==> src/rtl/mac_fwd_ctrl_pkg.sv <==
`default_nettype none
// mac_fwd_ctrl_pkg: FSM states, header byte layout and decision type. Rev 1.0
package mac_fwd_ctrl_pkg;

  typedef enum logic [2:0] {
    ST_IDLE   = 3'd0,
    ST_HDR    = 3'd1,
    ST_REQ    = 3'd2,
    ST_WAIT   = 3'd3,
    ST_DECIDE = 3'd4
  } state_t;

  // DA occupies header bytes 0-5, SA bytes 6-11
  localparam logic [3:0] DA_FIRST_BYTE = 4'd0;
  localparam logic [3:0] DA_LAST_BYTE  = 4'd5;
  localparam logic [3:0] SA_LAST_BYTE  = 4'd11;

  // I/G bit: LSB of the first address byte on the wire
  localparam int GROUP_BIT = 40;

  localparam int DEC_PORT_W = 1;

  typedef struct packed {
    logic                  flood;
    logic                  drop;
    logic [DEC_PORT_W-1:0] port;
  } decision_t;

endpackage
`default_nettype wire

==> src/rtl/mac_fwd_ctrl_hdr_capture.sv <==
`default_nettype none
// mac_hdr_capture: header byte counter with DA/SA shift registers. Rev 1.0
module mac_hdr_capture
  import mac_fwd_ctrl_pkg::*;
(
  input  logic        iclk,
  input  logic        i_rst_n,
  input  logic        active,
  input  logic        valid,
  input  logic [7:0]  data,
  input  logic        sof,
  input  logic        eof,
  output logic [47:0] da,
  output logic [47:0] sa,
  output logic        hdr_done,
  output logic        runt
);

  logic [3:0]  byte_cnt;
  logic [39:0] sa_head;
  logic        shift_en;

  assign shift_en = active & valid & ~sof;
  assign hdr_done = shift_en & (byte_cnt == SA_LAST_BYTE);
  assign runt     = valid & eof & (sof | (active & (byte_cnt != SA_LAST_BYTE)));

  // Byte 11 is never stored: the full SA is formed with the live byte
  assign sa = {sa_head, data};

  always_ff @(posedge iclk or negedge i_rst_n) begin
    if (!i_rst_n) begin
      byte_cnt <= '0;
      da       <= '0;
      sa_head  <= '0;
    end else if (valid & sof) begin
      byte_cnt <= DA_FIRST_BYTE + 4'd1;
      da       <= {da[39:0], data};
    end else if (shift_en && (byte_cnt != SA_LAST_BYTE)) begin
      byte_cnt <= byte_cnt + 4'd1;
      if (byte_cnt <= DA_LAST_BYTE) begin
        da <= {da[39:0], data};
      end else begin
        sa_head <= {sa_head[31:0], data};
      end
    end
  end

endmodule
`default_nettype wire

==> src/rtl/mac_fwd_ctrl.sv <==
`default_nettype none
// mac_fwd_ctrl: parses frame headers, drives MAC table learn/lookup and
// issues a unicast/flood/filter decision over valid/ready. Rev 1.0
module mac_fwd_ctrl
  import mac_fwd_ctrl_pkg::*;
#(
  parameter int pMAC_W      = 48,
  parameter int pPORT_W     = DEC_PORT_W,
  parameter int pLOOKUP_LAT = 1,
  parameter int pCNT_W      = 16
) (
  input  logic               iclk,
  input  logic               i_rst_n,
  input  logic [pPORT_W-1:0] i_port_id,
  input  logic               i_valid,
  input  logic [7:0]         i_data,
  input  logic               i_sof,
  input  logic               i_eof,
  output logic               o_write_enable,
  output logic [pPORT_W-1:0] o_port_num,
  output logic [pMAC_W-1:0]  o_mac_sa,
  output logic [pMAC_W-1:0]  o_mac_da,
  input  logic [pPORT_W-1:0] i_lookup_port,
  output logic               o_dec_valid,
  input  logic               i_dec_ready,
  output logic               o_dec_flood,
  output logic               o_dec_drop,
  output logic [pPORT_W-1:0] o_dec_port,
  output logic [pCNT_W-1:0]  o_drop_cnt
);

  localparam int              WAIT_W    = (pLOOKUP_LAT > 1) ? $clog2(pLOOKUP_LAT) : 1;
  localparam logic [WAIT_W-1:0] WAIT_LAST = WAIT_W'(pLOOKUP_LAT - 1);

  state_t            state, state_nxt;
  logic [WAIT_W-1:0] wait_cnt;
  logic [47:0]       cap_da, cap_sa;
  logic              hdr_active, hdr_done, runt;
  logic              start, slot_free;
  logic              req_go, drop_go, dec_go;
  decision_t         dec_q, dec_nxt;

  assign hdr_active = (state == ST_HDR);
  assign start      = i_valid & i_sof;
  assign slot_free  = ~o_dec_valid | i_dec_ready;

  mac_hdr_capture u_hdr (
    .iclk     (iclk),
    .i_rst_n  (i_rst_n),
    .active   (hdr_active),
    .valid    (i_valid),
    .data     (i_data),
    .sof      (i_sof),
    .eof      (i_eof),
    .da       (cap_da),
    .sa       (cap_sa),
    .hdr_done (hdr_done),
    .runt     (runt)
  );

  always_comb begin
    state_nxt      = state;
    req_go         = 1'b0;
    dec_go         = 1'b0;
    o_write_enable = 1'b0;
    drop_go        = runt | (hdr_done & ~slot_free);
    dec_nxt.flood  = o_mac_da[GROUP_BIT];
    dec_nxt.drop   = ~o_mac_da[GROUP_BIT] & (i_lookup_port == i_port_id);
    dec_nxt.port   = DEC_PORT_W'(i_lookup_port);
    unique case (state)
      ST_IDLE: ;
      ST_HDR: begin
        if (runt) begin
          state_nxt = ST_IDLE;
        end else if (hdr_done) begin
          req_go    = slot_free;
          state_nxt = slot_free ? ST_REQ : ST_IDLE;
        end
      end
      ST_REQ: begin
        o_write_enable = ~o_mac_sa[GROUP_BIT];
        state_nxt      = ST_WAIT;
      end
      ST_WAIT: begin
        if (wait_cnt == WAIT_LAST) begin
          dec_go    = 1'b1;
          state_nxt = ST_DECIDE;
        end
      end
      ST_DECIDE: state_nxt = ST_IDLE;
      default:   state_nxt = ST_IDLE;
    endcase
    // A new frame start overrides everything; a pending lookup is abandoned
    if (start) begin
      state_nxt = i_eof ? ST_IDLE : ST_HDR;
      dec_go    = 1'b0;
    end
  end

  always_ff @(posedge iclk or negedge i_rst_n) begin
    if (!i_rst_n) begin
      state       <= ST_IDLE;
      wait_cnt    <= '0;
      o_mac_da    <= '0;
      o_mac_sa    <= '0;
      o_dec_valid <= 1'b0;
      dec_q       <= '0;
      o_drop_cnt  <= '0;
    end else begin
      state    <= state_nxt;
      wait_cnt <= (state == ST_WAIT) ? wait_cnt + 1'b1 : '0;
      if (req_go) begin
        o_mac_da <= pMAC_W'(cap_da);
        o_mac_sa <= pMAC_W'(cap_sa);
      end
      if (dec_go) begin
        o_dec_valid <= 1'b1;
        dec_q       <= dec_nxt;
      end else if (i_dec_ready) begin
        o_dec_valid <= 1'b0;
      end
      if (drop_go && (o_drop_cnt != '1)) begin
        o_drop_cnt <= o_drop_cnt + 1'b1;
      end
    end
  end

  assign o_port_num  = i_port_id;
  assign o_dec_flood = dec_q.flood;
  assign o_dec_drop  = dec_q.drop;
  assign o_dec_port  = pPORT_W'(dec_q.port);

endmodule
`default_nettype wire

==> config.mk <==
export PLATFORM = sky130hd
export DESIGN_NAME = mac_fwd_ctrl
export DESIGN_NICKNAME = d
export VERILOG_FILES = /design/src/rtl/mac_fwd_ctrl_pkg.sv /design/src/rtl/mac_fwd_ctrl_hdr_capture.sv /design/src/rtl/mac_fwd_ctrl.sv
export SDC_FILE = /design/constraint.sdc
export NUM_CORES = 1
export LEC_CHECK = 0
export ABC_AREA = 1
export CELL_PAD_IN_SITES_DETAIL_PLACEMENT = 0
export CELL_PAD_IN_SITES_GLOBAL_PLACEMENT = 1
export CORE_ASPECT_RATIO = 0.7
export CORE_MARGIN = 4
export CORE_UTILIZATION = 35
export DETAILED_ROUTE_END_ITERATION = 8
export GPL_TIMING_DRIVEN = 0
export PLACE_DENSITY = 0.7
export RECOVER_POWER = 50
export SLEW_MARGIN = 20
export SYNTH_ARGS = -nofsm -noshare
export SYNTH_HDL_FRONTEND = slang
export SYNTH_SLANG_ARGS = --single-unit
==> constraint.sdc <==
create_clock -name iclk -period 2.75 [get_ports iclk]
set_clock_uncertainty 0.1 [all_clocks]
set_input_delay 0.55 -clock iclk [delete_from_list [all_inputs] [get_ports iclk]]
set_output_delay 0.55 -clock iclk [all_outputs]
set_load 0.02 [all_outputs]
Yosys cells after proc, flatten, opt, wreduce, memory -nomap -nowiden:

Index checks and enable logic that the tools add are counted.

* bits in registers: 212
* bits in latches: 0
* RAM bits: 0
* bits in read-only memories: 0
* input port bits: 16
* output and inout port bits: 118
* word-level logic and storage cells: 76
* memories: 0

* add/subtract/negate cells: 3
* multipliers: 0
* div/mod/pow operators: 0
* $lt $le $gt $ge: 1
* equality and inequality tests: 10
* shift-type cells: 0
* multiplexer cells: 22
* bitwise operators: 19
* reduce and logical (&&, ||, !) cells: 9

Operators by type and width (number)
* $mux 48: 3
* $add 16x1->16 const B: 1
* $ne 16x16->1 const B: 1
* $mux 3: 4
* $pmux 3 s4: 1
* $mux 1: 11
* $and 1x1->1: 9
* $mux 4: 2
* $ne 4x4->1 const B: 2
* $not 1->1: 7
* $eq 3x2->1 const B: 2
* $reduce_and 3->1: 2
* $reduce_bool 2->1: 3
* $add 4x1->4 const B: 1
* $eq 4x4->1 const B: 1
* $le 4x3->1 const B: 1
* $eq 3x1->1 const B: 1
* $logic_not 3->1: 1
* $ne 3x3->1 const B: 1
* $or 1x1->1: 3
* $logic_and 1x1->1: 2
* $mux 2: 1
* $ne 2x2->1 const B: 1
* $reduce_and 2->1: 1
* 2 further kinds: 2

Logic depth before layout (Yosys ltp):

Gate-level depths: netlist (run 1).

* depth in word-level cells: 8
* gate-level depth with buffers: 12
* mapped depth without buffers: 11

By module:

Synthesis (run 1) repeated with hierarchy kept, for this count alone.

* cells, all modules: 1060
* area total of the unflattened synthesis: 9163.8 sq um

By module, submodules not included
* mac_fwd_ctrl: times used 1, cells an instance 619, area an instance 5182.5 sq um, sequential area each 3002.9 sq um
* mac_hdr_capture: times used 1, cells an instance 441, area an instance 3981.3 sq um, sequential area each 2302.2 sq um

Worst setup path before layout (run 1):

No wires, ideal clock.

* path kind: register to register
* start point: reg o_drop_cnt[0]
* end point: reg o_drop_cnt[7]
* setup time: 0.117 ns
* data arrival time: 1.582 ns
* required time: 2.533 ns
* path slack: 0.951 ns
* stages on the path, launching flop included: 10
* buffers on the path: 1
* period minus slack after synthesis: 1.799 ns
* cells stage by stage: dfrtp_1 ha_1 nand3_1 nor2_1 nand4_1 nand2_2 inv_2 buf_4 nand2_1 nand2_1

* word-level cells in the longest chain between the ends: 2
* elaborated cells on any way between the ends: 3
* those cells by class: 1 x add/sub; 1 x eq/ne; 1 x reduce/logical

RTL lines
* start, declared: RTL line mac_fwd_ctrl.sv:29 `output logic [pCNT_W-1:0] o_drop_cnt`
* start signal, assigned: RTL line mac_fwd_ctrl.sv:123 `o_drop_cnt <= o_drop_cnt + 1'b1;`
* branches (longest 2 deep; another with $add 16x1->16)

Several ways; the timed one is not identified.
A chain may end at the register's enable or synchronous reset.

Final worst setup path (run 1):

* start point: reg state[0]
* end point: out o_write_enable

* word-level cells in the longest chain between the ends: 2

RTL lines
* start, declared: RTL line mac_fwd_ctrl.sv:35 `state_t state, state_nxt;`
* start signal, assigned: RTL line mac_fwd_ctrl.sv:110 `state <= state_nxt;`
* $eq 3x2->1: RTL line mac_fwd_ctrl.sv:70 `unique case (state)`
* $mux 1: RTL line mac_fwd_ctrl.sv:70
* end, declared: RTL line mac_fwd_ctrl.sv:19 `output logic o_write_enable,`

No other way between the ends.

==> results by group, run 1 <==
Setup path
  • Slowest CP cell: clkdlybuf4s50_1
  • Slowest cell delay on critical path: 0.61 ns
  • Buffers plus inverters on the worst setup path: 2
  • CP Launch Type: flop
  • Maximum fanout along the worst path: 6
  • CP endpoint kind: primary output
  • CP Cell Sequence: inv_1, nand3_1, nor2_1, clkdlybuf4s50_1
  • Largest delay share family, worst path: buffers and inverters
  • CP Data Arrival Time: roughly 1.9 ns
  • Crit Path Category: reg2out
  • CP Data Required Time: 2.10 ns

Run
  • Maxcap violations: 1

Global routing
  • Vias in the first global route: ~6.3k
  • GRT Overall Usage: between 15 and 20%
  • First-pass GRT wire length: 34.7 mm
  • Initial antenna violation count: 0
  • Remaining Overflow, GRT: 0
  • Pin count of the biggest net entering global routing: just over 90

Logic synthesis
  • Cell with the most instances after synthesis: nand2_1
  • Post-synth top area share: about 63%
  • Synth Warn #: 0
  • EDFF count, synth: 0
  • Ys async rst share: 100%
  • Yosys cell types: 28
  • Synth top cells by count: nand2_1 (241), dfrtp_1 (212), o21ai_1 (115), inv_1 (110), o21ai_0 (75)
  • Mapped Avg Cell Area: 9.57 um^2
  • Top area cells in the synthesized netlist: dfrtp_1 (63%), nand2_1 (11%), o21ai_1 (6.8%)
  • Register area share after synthesis: about 63%
  • Area leader, netlist: dfrtp_1
  • Post-Syn Instances: about 880
  • Dominant synthesized flop cell: dfrtp_1
  • Cell Area, Synth: about 8400 um^2
  • Syn Nets: around 900
  • Seq cells post-synth: approximately 210

Finish
  • Sequential standard cell area: 5310 um^2
  • NumNets Final: 1062
  • Multi-input gate area: around 2400 um^2
  • P&R area growth vs syn: 28.6%
  • Final Cell Area: ~11000 um^2
  • Final Util: between 40 and 50%
  • Ant diodes: 0
  • Filler cells: ~2.3k
  • Layout cells sized above 1: ~7.3%

Drt
  • Vias per cell: 4.61
  • Via Count: 6327
  • 1st-iter DRT viols: roughly 430
  • DRT Wirelength: about 21 mm
  • Wirelength per Cell: 15.6 um
  • DRC Markers: 0
  • Drt first pass iters: 5
  • ANT nets after route: 0

Clocking
  • Post-CTS Resized: 0
  • Clk Latency, worst-skew pair: 0.50 ns
  • TritonCTS clock tree: done
  • Clock transition at the registers of the reported paths: about 0.060 ns
  • # hold bufs at CTS: 1
  • Sink Count: ~210
  • Clk buf depth: 3
  • H-tree levels: 1
  • Clock Tree Root: clkbuf_16
  • Num CTS Buffers: 22
  • Post-CTS setup buffers: 0

Pwr
  • Logic pwr share: 19.1%
  • Net Sw Frac: 30.0%
  • Pwr Density: 811 nW/um^2
  • Clock network fraction of design power: between 30% and 40%
  • P_int: ~0.0062 W
  • Lkg Pwr: around 5.0 nW
  • Post-route total power: slightly below 0.009 W
  • Psw: approximately 0.0026 W
  • Sequential share of power: 47.9%
  • VDD IR max: 0.407 mV

Run status
  • Failing checks: max-capacitance violations, max-slew violations
  • Status: finished, violations left

Placement
  • Port Buf Inserts: about 130
  • Post-detail-place hpwl: around 15 mm
  • GP Congestion: between 0.8 and 0.9
  • DP Area: roughly 10000 um^2

STA
  • Final setup viols: 0
  • Unrepaired setup endpoints after global routing: no
  • Fin Hold WS: between 0.3 and 0.4 ns
  • TNS Setup: 0 ns
  • Worst-margin pin slew: 1.58 ns
  • Fin crit share: between 90 and 100%
  • Rel. slew slack: -5.11%
  • Final max-slew violation count: 58
  • Final hold vios: 0
  • Max Clock Freq: around 390 MHz
  • Tmin final: ~2.5 ns

Hold path
  • Hold WC Path Type: reg2reg

Floorplan
  • Site Rows: between 40 and 50
  • Die Y: between 100 and 150 um
  • Die width: about 190 um
  • Initial core utilization: about 36%
  • I/O pin cnt: 134
  • Die ar.: approximately 27000 um^2
  • Core Footprint: 23700 um^2
-- cells in the final DEF, fill, tap and decap left out, types with 17 or more instances in the layout --
master / n
o21ai_1: 110
dfrtp_1: 212
inv_1: 111
o21ai_0: 80
nand2_1: 245
nand3_1: 17
nor2_1: 20
clkbuf_16: 23
clkdlybuf4s50_1: 131
buf_2: 18
-- state kept, by name (all words and copies together) (netlist names) --
| name | flops |
|---|---|
| wait_cnt | 1 |
| o_dec_port | 1 |
| o_dec_drop | 1 |
| o_dec_flood | 1 |
| o_mac_sa | 48 |
| o_drop_cnt | 16 |
| o_dec_valid | 1 |
| u_hdr.byte_cnt | 4 |
| u_hdr.da | 48 |
| o_mac_da | 48 |
| state | 3 |
| u_hdr.sa_head | 40 |
-- logic make-up after synthesis --
group	Yosys count	share of synthesized area, %
simple gates	296	14.2
flops	212	62.9
compound gates	194	11.6
buf+inv	154	8.20
xor+xnor	13	1.35
mux	9	1.19
fa+ha+maj	4	0.593
-- tightest hold or removal path, cell delays in order, from the launching register on --
cell and delay [ns]:
dfrtp_1 0.34, nand2_1 0.05, o21ai_0 0.06
-- power groups by stage --
stage	combinational, W	clock, W	sequential [W]
2_1_floorplan	0.000936	0	0.00428
3_3_place_gp	0.00168	0	0.00427
3_5_place_dp	0.00172	0	0.00427
4_1_cts	0.00173	0.00301	0.00422
5_1_grt	0.00193	0.00315	0.00431
6_report	0.00168	0.00291	0.00422
-- layout make-up --
class	instances	share of cell area, %
flip-flops and latches	212	48.9
inverters	112	3.87
clock inverters	4	0.415
plain buffers	42	2.27
multi-input cells	516	22.1
clock buffers	32	5.98
well taps	318	3.67
repair buffers	136	12.8
-- per-stage QoR --
| stage | worst slack, ns | instances |
|---|---|---|
| after floorplan | 0.951 | 882 |
| after global placement | -8.34 | 1333 |
| after detailed placement | 0.220 | 1335 |
| after CTS | 0.185 | 1372 |
| after global routing | 0.0826 | 1372 |
| final | 0.217 | 1372 |
-- layer usage --
layer / track usage [%] / up-vias / routed length, um
li1: - / 3119 / -
met1: 25.9 / 3035 / 11300
met2: 22.3 / 145 / 8570
met3: 3.16 / 28 / 1190
met4: 2.75 / 0 / 329
met5: 0 / - / 0
-- path summary, 6_finish.rpt --
kind                              startpoint                 to  cells after the start  slack (ns)
hold reg to reg            u_hdr.sa_head[25]  u_hdr.sa_head[33]                      2        0.38
hold / removal             u_hdr.sa_head[25]  u_hdr.sa_head[33]                      2        0.38
setup reg to reg           u_hdr.byte_cnt[0]        o_mac_sa[7]                      8        0.42
min in group asynchronous            i_rst_n       o_mac_sa[34]                      2        0.90
setup / recovery                    state[0]     o_write_enable                      4        0.22
max in group asynchronous            i_rst_n       o_mac_da[17]                      3        0.43
Power figures use the tool's default switching activity.
==> run 2: changes to the inputs <==
- CORE_ASPECT_RATIO: 0.7 -> unset
- GPL_ROUTABILITY_DRIVEN: unset -> 0
- clock period: 2.75 -> 3.2 ns (I/O delays scaled with it)
==> results by group, run 2 (synthesis gave the netlist of run 1 again) <==
Run status
  • Status: finished, violations left
  • Failing checks: max-capacitance violations, max-slew violations

STA
  • Max Clock Freq: approximately 380 MHz
  • Rel. slew slack: -14.0% (-8.9 points)
  • Fin Hold WS: 0.372 ns (-0.00672 ns)
  • Final setup viols: 0 (unchanged)
  • Final max-slew violation count: 62 (+6.9%)
  • Tmin final: approximately 2.6 ns
  • Final hold vios: 0 (unchanged)
  • Fin crit share: 82.2%
  • Unrepaired setup endpoints after global routing: no
  • Worst-margin pin slew: 1.71 ns (+0.134 ns)

Global routing
  • Vias in the first global route: 6365 (+1.8%)
  • Pin count of the biggest net entering global routing: 86 (-7.5%)
  • GRT Overall Usage: 15.7% (-0.37 points)
  • First-pass GRT wire length: 34.1 mm (-1.7%)
  • Initial antenna violation count: 0 (unchanged)
  • Remaining Overflow, GRT: 0 (unchanged)

Drt
  • Via Count: 6238 (-1.4%)
  • ANT nets after route: 0 (unchanged)
  • Wirelength per Cell: 14.9 um (-4.6%)
  • 1st-iter DRT viols: 364 (-16%)
  • DRC Markers: 0 (unchanged)
  • Vias per cell: 4.53 (-1.8%)
  • DRT Wirelength: 20.5 mm (-4.3%)
  • Drt first pass iters: 6 (+1)

Setup path
  • Slowest CP cell: dlygate4sd3_1
  • CP Cell Sequence: dlygate4sd3_1, nand2_1, nor2_1, nand2_1, nor2_1, clkbuf_1, o21ai_0
  • CP endpoint kind: flop
  • CP Launch Type: input port
  • Slowest cell delay on critical path: 0.57 ns (-0.04 ns)
  • Flop2flop setup slack: 0.70 ns (+0.28 ns)
  • Largest delay share family, worst path: simple AND/OR/NAND/NOR gates
  • Maximum fanout along the worst path: 10 (+4)
  • Buffers plus inverters on the worst setup path: 2 (unchanged)
  • Crit Path Category: in2reg
  • CP Data Required Time: 3.45 ns (+1.35 ns)
  • CP Data Arrival Time: 2.88 ns (+1.00 ns)

Clocking
  • Clock Tree Root: clkbuf_16
  • H-tree levels: 1 (unchanged)
  • TritonCTS clock tree: done
  • Clock transition at the registers of the reported paths: 0.06 ns (about the same)
  • Num CTS Buffers: 23 (+4.5%)
  • Clk Latency, worst-skew pair: 0.49 ns (about the same)
  • Clk buf depth: 3 (unchanged)
  • Post-CTS Resized: 0 (unchanged)
  • # hold bufs at CTS: 1 (unchanged)
  • Sink Count: 212 (unchanged)
  • Post-CTS setup buffers: 0 (unchanged)

Floorplan
  • Die Y: 163 um (+18%)
  • Die width: 163 um (-16%)
  • Core Footprint: 23600 um^2 (-0.36%)
  • Site Rows: 56 (+19%)
  • I/O pin cnt: 134 (unchanged)
  • Initial core utilization: 35.7% (+0.13 points)
  • Die ar.: 26700 um^2 (-0.15%)

Finish
  • P&R area growth vs syn: 30.8%
  • Layout Cells excl Fill: 1377 (+0.36%)
  • Ant diodes: 0 (unchanged)
  • Layout cells sized above 1: 8.03% (+0.73 points)
  • Leading cell type in the layout, fill and taps excluded: nand2_1
  • Most frequent cells in the layout: nand2_1 (243), dfrtp_1 (212), clkdlybuf4s50_1 (131)
  • NumNets Final: 1063 (+0.094%)
  • Final Util: 46.7% (+0.96 points)
  • Largest regs: o_mac_da x48, o_mac_sa x48, u_hdr.da x48

Hold path
  • Hold WC Path Type: reg2reg

Placement
  • Post-detail-place hpwl: 14.6 mm (-3.2%)
  • Port Buf Inserts: 133 (unchanged)
  • Placed Cells: 1336 (+0.075%)

Pwr
  • VDD IR max: 0.354 mV (-13%)
  • Lkg Pwr: 5.09 nW (+1.7%)
  • Psw: 0.00226 W (-14%)
  • Post-route total power: 0.00804 W (-8.7%)
  • Logic pwr share: 17.8% (-1.3 points)
  • P_int: 0.00577 W (-6.3%)
  • Sequential share of power: 44.8% (-3.1 points)
  • Net Sw Frac: 28.2% (-1.8 points)
  • Pwr Density: 728 nW/um^2 (-10%)
  • Clock network fraction of design power: 37.3% (+4.3 points)

Run
  • Maxcap violations: 1 (unchanged)
## run 2: cell count changes in the layout (fill, tap and decap cells not counted), sizes merged
cell	previous run	this run
buf	32	33
clkbuf	45	43
bufinv	1	6
## run 2: path summary, 6_finish.rpt
check / to / from / cells after the start
setup / recovery: u_hdr.sa_head[5] / i_valid / 7
hold / removal: wait_cnt / wait_cnt / 1
setup reg to reg: o_mac_sa[6] / u_hdr.byte_cnt[0] / 8
hold reg to reg: wait_cnt / wait_cnt / 1
max in group asynchronous: o_mac_da[15] / i_rst_n / 3
min in group asynchronous: o_drop_cnt[10] / i_rst_n / 2
## run 2: final cells by class
| class | instances | area (um^2) |
|---|---|---|
| fill | 2316 | 12600 |
| sequential | 212 | 5310 |
| multi-input combinational | 516 | 2410 |
| timing repair buffer | 136 | 1390 |
| clock buffer | 31 | 676 |
| inverter | 112 | 420 |
| tap | 319 | 399 |
| buffer | 42 | 245 |
| clock inverter | 9 | 195 |
## run 2: per-layer routing
metal | up-vias | share of wire [%] | track usage [%]
li1 | 3121 | - | -
met1 | 2959 | 47 | 22.4
met2 | 128 | 44 | 24.1
met3 | 30 | 6.8 | 4.16
met4 | 0 | 1.8 | 3.43
met5 | - | 0 | 0
## run 2: power by group through the flow
stage,combinational (W),clock (W),sequential (W)
2_1_floorplan,0.000804,0,0.00368
5_1_grt,0.00166,0.00319,0.00369
3_3_place_gp,0.00144,0,0.00365
6_report,0.00143,0.00300,0.00360
3_5_place_dp,0.00147,0,0.00365
4_1_cts,0.00148,0.00309,0.00361
## run 2: per-stage QoR
step / instance area [um^2] / setup TNS [ns] / worst slack, ns
after floorplan: 8440 / 0 / 1.40
after global placement: 10200 / -1663.09 / -7.86
after detailed placement: 10200 / 0 / 0.628
after CTS: 11100 / 0 / 0.504
after global routing: 11000 / 0 / 0.337
final: 11000 / 0 / 0.569
